File: src/rtl/jtag_tap_ctrl.sv
// IEEE 1149.1 TAP controller: 16-state FSM, 4-bit IR, DR strobes, one-hot selects and TDO mux.
// Define TAP_IDCODE_DEFAULT_EN to make IDCODE the reset/TLR instruction (BYPASS otherwise).
module jtag_tap_ctrl (
    input  logic       TCK,
    input  logic       TRST,
    input  logic       TMS,
    input  logic       TDI,
    input  logic       BSR_TDO,
    input  logic       ID_REG_TDO,
    input  logic       USER_REG_TDO,
    output logic       CAPTUREDR,
    output logic       SHIFTDR,
    output logic       UPDATEDR,
    output logic       BYPASS_SELECT,
    output logic       SAMPLE_SELECT,
    output logic       EXTEST_SELECT,
    output logic       INTEST_SELECT,
    output logic       RUNBIST_SELECT,
    output logic       CLAMP_SELECT,
    output logic       IDCODE_SELECT,
    output logic       USERCODE_SELECT,
    output logic       HIGHZ_SELECT,
    output logic [3:0] IR,
    output logic [3:0] TAP_STATE,
    output logic       TDO,
    output logic       TDO_EN
);

    localparam int IR_W = 4;

    typedef enum logic [3:0] {
        S_EX2DR   = 4'h0,
        S_EX1DR   = 4'h1,
        S_SHDR    = 4'h2,
        S_PAUSEDR = 4'h3,
        S_SELIR   = 4'h4,
        S_UPDDR   = 4'h5,
        S_CAPDR   = 4'h6,
        S_SELDR   = 4'h7,
        S_EX2IR   = 4'h8,
        S_EX1IR   = 4'h9,
        S_SHIR    = 4'hA,
        S_PAUSEIR = 4'hB,
        S_RTI     = 4'hC,
        S_UPDIR   = 4'hD,
        S_CAPIR   = 4'hE,
        S_TLR     = 4'hF
    } tap_state_t;

    localparam logic [IR_W-1:0] I_EXTEST   = 4'b0000;
    localparam logic [IR_W-1:0] I_SAMPLE   = 4'b0001;
    localparam logic [IR_W-1:0] I_INTEST   = 4'b0010;
    localparam logic [IR_W-1:0] I_RUNBIST  = 4'b0011;
    localparam logic [IR_W-1:0] I_CLAMP    = 4'b0100;
    localparam logic [IR_W-1:0] I_IDCODE   = 4'b0101;
    localparam logic [IR_W-1:0] I_USERCODE = 4'b0110;
    localparam logic [IR_W-1:0] I_HIGHZ    = 4'b0111;
    localparam logic [IR_W-1:0] I_BYPASS   = 4'b1111;

`ifdef TAP_IDCODE_DEFAULT_EN
    localparam logic [IR_W-1:0] DEFAULT_IR = I_IDCODE;
`else
    localparam logic [IR_W-1:0] DEFAULT_IR = I_BYPASS;
`endif

    // Bit positions inside the one-hot select vector.
    localparam int SEL_BYPASS   = 0;
    localparam int SEL_SAMPLE   = 1;
    localparam int SEL_EXTEST   = 2;
    localparam int SEL_INTEST   = 3;
    localparam int SEL_RUNBIST  = 4;
    localparam int SEL_CLAMP    = 5;
    localparam int SEL_IDCODE   = 6;
    localparam int SEL_USERCODE = 7;
    localparam int SEL_HIGHZ    = 8;

    tap_state_t      state;
    tap_state_t      next_state;
    logic [IR_W-1:0] ir_sr;
    logic [IR_W-1:0] ir_reg;
    logic [8:0]      sel;
    logic            bypass_bit;
    logic            tdo_int;

    function automatic logic [8:0] decode_ir(input logic [IR_W-1:0] code);
        logic [8:0] onehot;
        onehot = '0;
        case (code)
            I_EXTEST:   onehot[SEL_EXTEST]   = 1'b1;
            I_SAMPLE:   onehot[SEL_SAMPLE]   = 1'b1;
            I_INTEST:   onehot[SEL_INTEST]   = 1'b1;
            I_RUNBIST:  onehot[SEL_RUNBIST]  = 1'b1;
            I_CLAMP:    onehot[SEL_CLAMP]    = 1'b1;
            I_IDCODE:   onehot[SEL_IDCODE]   = 1'b1;
            I_USERCODE: onehot[SEL_USERCODE] = 1'b1;
            I_HIGHZ:    onehot[SEL_HIGHZ]    = 1'b1;
            default:    onehot[SEL_BYPASS]   = 1'b1;
        endcase
        return onehot;
    endfunction

    always_ff @(posedge TCK) begin
        if (TRST) begin
            state <= S_TLR;
        end else begin
            state <= next_state;
        end
    end

    always_comb begin
        next_state = state;
        CAPTUREDR  = 1'b0;
        SHIFTDR    = 1'b0;
        UPDATEDR   = 1'b0;
        TDO_EN     = 1'b0;
        case (state)
            S_TLR:     next_state = TMS ? S_TLR   : S_RTI;
            S_RTI:     next_state = TMS ? S_SELDR : S_RTI;
            S_SELDR:   next_state = TMS ? S_SELIR : S_CAPDR;
            S_CAPDR: begin
                next_state = TMS ? S_EX1DR : S_SHDR;
                CAPTUREDR  = 1'b1;
            end
            S_SHDR: begin
                next_state = TMS ? S_EX1DR : S_SHDR;
                SHIFTDR    = 1'b1;
                TDO_EN     = 1'b1;
            end
            S_EX1DR:   next_state = TMS ? S_UPDDR : S_PAUSEDR;
            S_PAUSEDR: next_state = TMS ? S_EX2DR : S_PAUSEDR;
            S_EX2DR:   next_state = TMS ? S_UPDDR : S_SHDR;
            S_UPDDR: begin
                next_state = TMS ? S_SELDR : S_RTI;
                UPDATEDR   = 1'b1;
            end
            S_SELIR:   next_state = TMS ? S_TLR   : S_CAPIR;
            S_CAPIR:   next_state = TMS ? S_EX1IR : S_SHIR;
            S_SHIR: begin
                next_state = TMS ? S_EX1IR : S_SHIR;
                TDO_EN     = 1'b1;
            end
            S_EX1IR:   next_state = TMS ? S_UPDIR : S_PAUSEIR;
            S_PAUSEIR: next_state = TMS ? S_EX2IR : S_PAUSEIR;
            S_EX2IR:   next_state = TMS ? S_UPDIR : S_SHIR;
            S_UPDIR:   next_state = TMS ? S_SELDR : S_RTI;
            default:   next_state = S_TLR;
        endcase
    end

    // IR capture/shift register; the 01 pattern in the low bits is the 1149.1 capture value.
    always_ff @(posedge TCK) begin
        if (TRST) begin
            ir_sr <= 4'b0001;
        end else if (state == S_CAPIR) begin
            ir_sr <= 4'b0001;
        end else if (state == S_SHIR) begin
            ir_sr <= {TDI, ir_sr[IR_W-1:1]};
        end
    end

    always_ff @(posedge TCK) begin
        if (TRST) begin
            ir_reg <= DEFAULT_IR;
        end else if (next_state == S_TLR) begin
            ir_reg <= DEFAULT_IR;
        end else if (state == S_UPDIR) begin
            ir_reg <= ir_sr;
        end
    end

    // Selects trail IR by one clock; reset loads the default decode directly so one is always high.
    always_ff @(posedge TCK) begin
        if (TRST) begin
            sel <= decode_ir(DEFAULT_IR);
        end else begin
            sel <= decode_ir(ir_reg);
        end
    end

    always_ff @(posedge TCK) begin
        if (TRST) begin
            bypass_bit <= 1'b0;
        end else if (state == S_CAPDR) begin
            bypass_bit <= 1'b0;
        end else if (state == S_SHDR) begin
            bypass_bit <= TDI;
        end
    end

    // Internal serial sources change on rising TCK, so they are relaunched on the falling edge.
    always_ff @(negedge TCK) begin
        tdo_int <= (state == S_SHIR) ? ir_sr[0] : bypass_bit;
    end

    always_comb begin
        TDO = 1'b0;
        if (state == S_SHIR) begin
            TDO = tdo_int;
        end else if (state == S_SHDR) begin
            if (sel[SEL_SAMPLE] || sel[SEL_EXTEST] || sel[SEL_INTEST]) begin
                TDO = BSR_TDO;
            end else if (sel[SEL_IDCODE]) begin
                TDO = ID_REG_TDO;
            end else if (sel[SEL_USERCODE]) begin
                TDO = USER_REG_TDO;
            end else begin
                TDO = tdo_int;
            end
        end
    end

    assign IR              = ir_reg;
    assign TAP_STATE       = state;
    assign BYPASS_SELECT   = sel[SEL_BYPASS];
    assign SAMPLE_SELECT   = sel[SEL_SAMPLE];
    assign EXTEST_SELECT   = sel[SEL_EXTEST];
    assign INTEST_SELECT   = sel[SEL_INTEST];
    assign RUNBIST_SELECT  = sel[SEL_RUNBIST];
    assign CLAMP_SELECT    = sel[SEL_CLAMP];
    assign IDCODE_SELECT   = sel[SEL_IDCODE];
    assign USERCODE_SELECT = sel[SEL_USERCODE];
    assign HIGHZ_SELECT    = sel[SEL_HIGHZ];

endmodule
File: config.mk
export PLATFORM = sky130hd
export DESIGN_NAME = jtag_tap_ctrl
export DESIGN_NICKNAME = d
export VERILOG_FILES = /design/src/rtl/jtag_tap_ctrl.sv
export SDC_FILE = /design/constraint.sdc
export NUM_CORES = 1
export LEC_CHECK = 0
export ABC_AREA = 1
export BUFFER_PORTS_ARGS = -buffer_cell sky130_fd_sc_hd__buf_4
export CORE_MARGIN = 2
export CORE_UTILIZATION = 40
export CTS_CLUSTER_DIAMETER = 50
export DETAILED_ROUTE_END_ITERATION = 8
export GPL_TIMING_DRIVEN = 0
export HOLD_SLACK_MARGIN = 0.02
export PLACE_DENSITY = 0.72
export SLEW_MARGIN = 20
export SYNTH_ARGS = -nofsm -noshare
export SYNTH_HDL_FRONTEND = slang
export SYNTH_SLANG_ARGS = --single-unit
File: constraint.sdc
create_clock -name TCK -period 1.55 [get_ports TCK]
set_input_delay 0 -clock TCK [delete_from_list [all_inputs] [get_ports TCK]]
set_output_delay 0 -clock TCK [all_outputs]
set_load 0.02 [all_outputs]
Word-level counts from Yosys, hierarchy flattened. Index checks and enable logic that the tools add are counted.

Memories: 0. Latch bits: 0. Bits in registers: 23. Memory bits (writable): 0. Output and inout port bits: 22. Bits of input ports: 7. Memory bits (read-only): 0. Logic and storage cells: 73.

Add/subtract/negate cells: 0. Multiplexer cells: 32. Shift-type cells: 0. Order comparisons: 0. Div/mod/pow operators: 0. Bitwise logic cells: 0. Reductions and logical operators: 12. $mul: 0. Equal/unequal tests: 23.

Operator list (number): $pmux 4 s12 (1); $eq 4x4->1 const B (9); $eq 4x3->1 const B (8); $mux 1 (20); $eq 4x2->1 const B (4); $mux 2 (6); $mux 3 (4); $reduce_or 2->1 (6); $eq 4x1->1 const B (2); $logic_not 4->1 (2); $reduce_or 8->1 (1); $mux 4 (1); $reduce_or 3->1 (1); $logic_or 1x1->1 (2).

Longest topological paths before layout.
Word-level depth: 5. Gate-level depth with buffers: 11. Mapped depth without buffers: 10.

==> reports/metrics.cfg <==
[status]
outcome = finished, violations left
violations = setup timing

[final_layout]
seq_area_um2 = 474
multi_input_area_um2 = 489
nFillCells = 257
drive_gt1_frac = 0.326
nNetsFinal = 201
antennaDiodeCount = 0
area_growth_pct = 37.6

[place]
dp_hpwl_um = 1760
place_congestion = 0.860
preCtsSetupSlack_ps = -182
io_buffer_count = 28

[global_routing]
overflow = 0
grt_pass1_wl_um = 3890
grt_pass1_vias = 948
antenna_found_initial = 0
grt_usage = 0.180
grt_max_degree = 13

[floorplan]
initial_core_util = 0.420
die_w_um = 55.0
core_area_um2 = 2480
io_pins = 29
num_rows = 18
die_area_um2 = 3030
die_y_um = 55.0

[route]
wl_per_cell_um = 10.6
met2_length_um = 1170
drt-initial-drc-count = 27
routed-wl-met3_um = 150
drcViolationCount = 0
ant_nets = 0
vias = 1079
drt_wl_total_um = 2360
wl_met1_um = 984
dr.pass1.iters = 4
routed.top_layer = met4
routed_via_density = 4.84

[setup_path]
ff2ff_path_depth = 7
slowest_delay_ps = 310
cp.arrival_ps = 2040
cpMostUsedCell = o21ai_1
worstSetupPathType = flip-flop to output port
slowest_stage = dfxtp_2
worstSetupStartpointType = flip-flop
cpLargestDelayFamily = flip-flops
path_depth = 7
path_max_fanout = 2
endpoint_kind = output port
cp.required_ps = 1550
crit_chain = inv_2 -> o21ai_1 -> nor2_1 -> o22ai_1 -> nand2_1 -> o21ai_1 -> buf_4
path_buf_inv = 2

[clocking]
cts_tree = done
clk_pin_slew_ps = 120
clockBufferDepth = 2
cts-root-buf = clkbuf_4
cts.sinks = 23
htree_num_levels = 1
worst_skew_pair.late_latency_ps = 360
cts_made_buffers = 3

[timing]
holdWs_ps = 401
tightest_slew_ps = 265
rsz0062_at_grt = true
maxSlewViolCount = 0
setup_viol = 2
worst_slack_ps = -489
skew_ps = 51.7
final-hold-violation-count = 0
slew-limit-headroom = 0.823

[synthesis]
syn_nets = 159
ys_ff_latch = 23
syn_area_per_cell_um2 = 6.85
synth_area_um2 = 1040
syn_inst = 152
yosysSeqAreaShare = 0.442
synth_cell_type_count = 18
ys_warn_count = 0

[run]
maxCapViolations = 0

[power_and_ir_drop]
p_leak_nw = 0.721
fin_total_pwr_mw = 2.34
vdd_drop_max_mv = 1.04
power.density_nw_per_um2 = 1640

[hold_path]
hp-class = input pin to flip-flop
hold_path_depth = 3

-- registers in the layout (all words and copies together), names as in the netlist --
signal and flops:
ir_sr 4, bypass_bit 1, sel 9, IR 4
TAP_STATE 4, tdo_int 1
-- metrics by stage --
stage	TNS, ps	std cells	area, um2	util
after detailed placement	-338	210	1320	0.532
final	-509	223	1430	0.578
after floorplan	-228	152	1070	-
after global placement	-335	210	1320	0.532
after global routing	-668	223	1430	0.578
after CTS	-533	223	1430	0.576
-- tightest hold or removal path, delay by kind of cell --
family	cells	cell delay (ps)
buf+inv	2	630
simple gates	1	40
-- layer usage --
layer,vias to the layer above,global-route usage
li1,557,-
met1,478,0.206
met2,38,0.319
met3,6,0.0296
met4,0,0.0894
met5,-,0
-- where the power goes --
group          switching [mW]  internal, mW  total (mW)  leakage, nW
logic                   0.738         0.483        1.22        0.513
clock network           0.177         0.104       0.281       0.0203
registers               0.124         0.717       0.841        0.188
total                    1.04          1.30        2.34        0.721
-- cells in the mapped netlist --
master | instances | area share
o22ai_1 | 1 | 0.0060
nor2_2 | 1 | 0.0060
nand3_1 | 11 | 0.053
dfxtp_1 | 23 | 0.44
o211ai_1 | 1 | 0.0072
o21ai_0 | 7 | 0.034
inv_4 | 1 | 0.0060
inv_1 | 18 | 0.065
nor2_1 | 22 | 0.079
nand2_1 | 45 | 0.16
nor2_4 | 1 | 0.011
nor4_1 | 1 | 0.0060
inv_2 | 4 | 0.014
a21oi_1 | 6 | 0.029
nor3_1 | 1 | 0.0048
buf_6 | 2 | 0.022
nand3_2 | 3 | 0.029
nand2_2 | 4 | 0.024
-- timing repair --
| action | CTS | global route |
|---|---|---|
| pin swaps | 4 | 2 |
| endpoints found under the hold margin | 6 | 0 |
| hold buffers | 3 | 0 |
| setup endpoints to repair | 2 | 2 |
| resized for setup | 5 | 4 |
| setup buffers | 7 | 0 |
-- cells by family after synthesis --
group	share of synthesized area
AO/OA/AOI/OAI	0.0757
buffers and inverters	0.107
AND/OR/NAND/NOR	0.375
flip-flops	0.442
-- layout make-up --
type                       instances  share of cell area
tap                               30              0.0262
timing repair buffer              38               0.204
buffer                             1             0.00786
inverter                          22              0.0681
sequential                        23               0.331
multi-input combinational        104               0.341
clock buffer                       4              0.0183
clock inverter                     1             0.00262
-- path summary, 6_finish.rpt --
check | start | to | slack (ps)
max reg2reg | TAP_STATE[0]$_SDFF_PP1_ | tdo_int$_DFF_N_ | -20
min reg2reg | ir_sr[2]$_SDFFE_PP0P_ | ir_sr[1]$_SDFFE_PP0P_ | 500
min | TRST | bypass_bit$_SDFFE_PP0P_ | 400
max | tdo_int$_DFF_N_ | TDO | -490
-- placed cells by master, fill, tap and decap left out, types with 2 or more instances in the layout --
master	instances
a21oi_1	6
buf_4	35
clkbuf_4	3
dfxtp_1	18
dfxtp_2	2
dfxtp_4	3
dlygate4sd3_1	3
inv_1	16
inv_2	3
inv_4	3
nand2_1	42
nand2_2	6
nand3_1	11
nand3_2	2
nor2_1	22
o21ai_0	5
o21ai_1	2
Power figures use the tool's default switching activity.
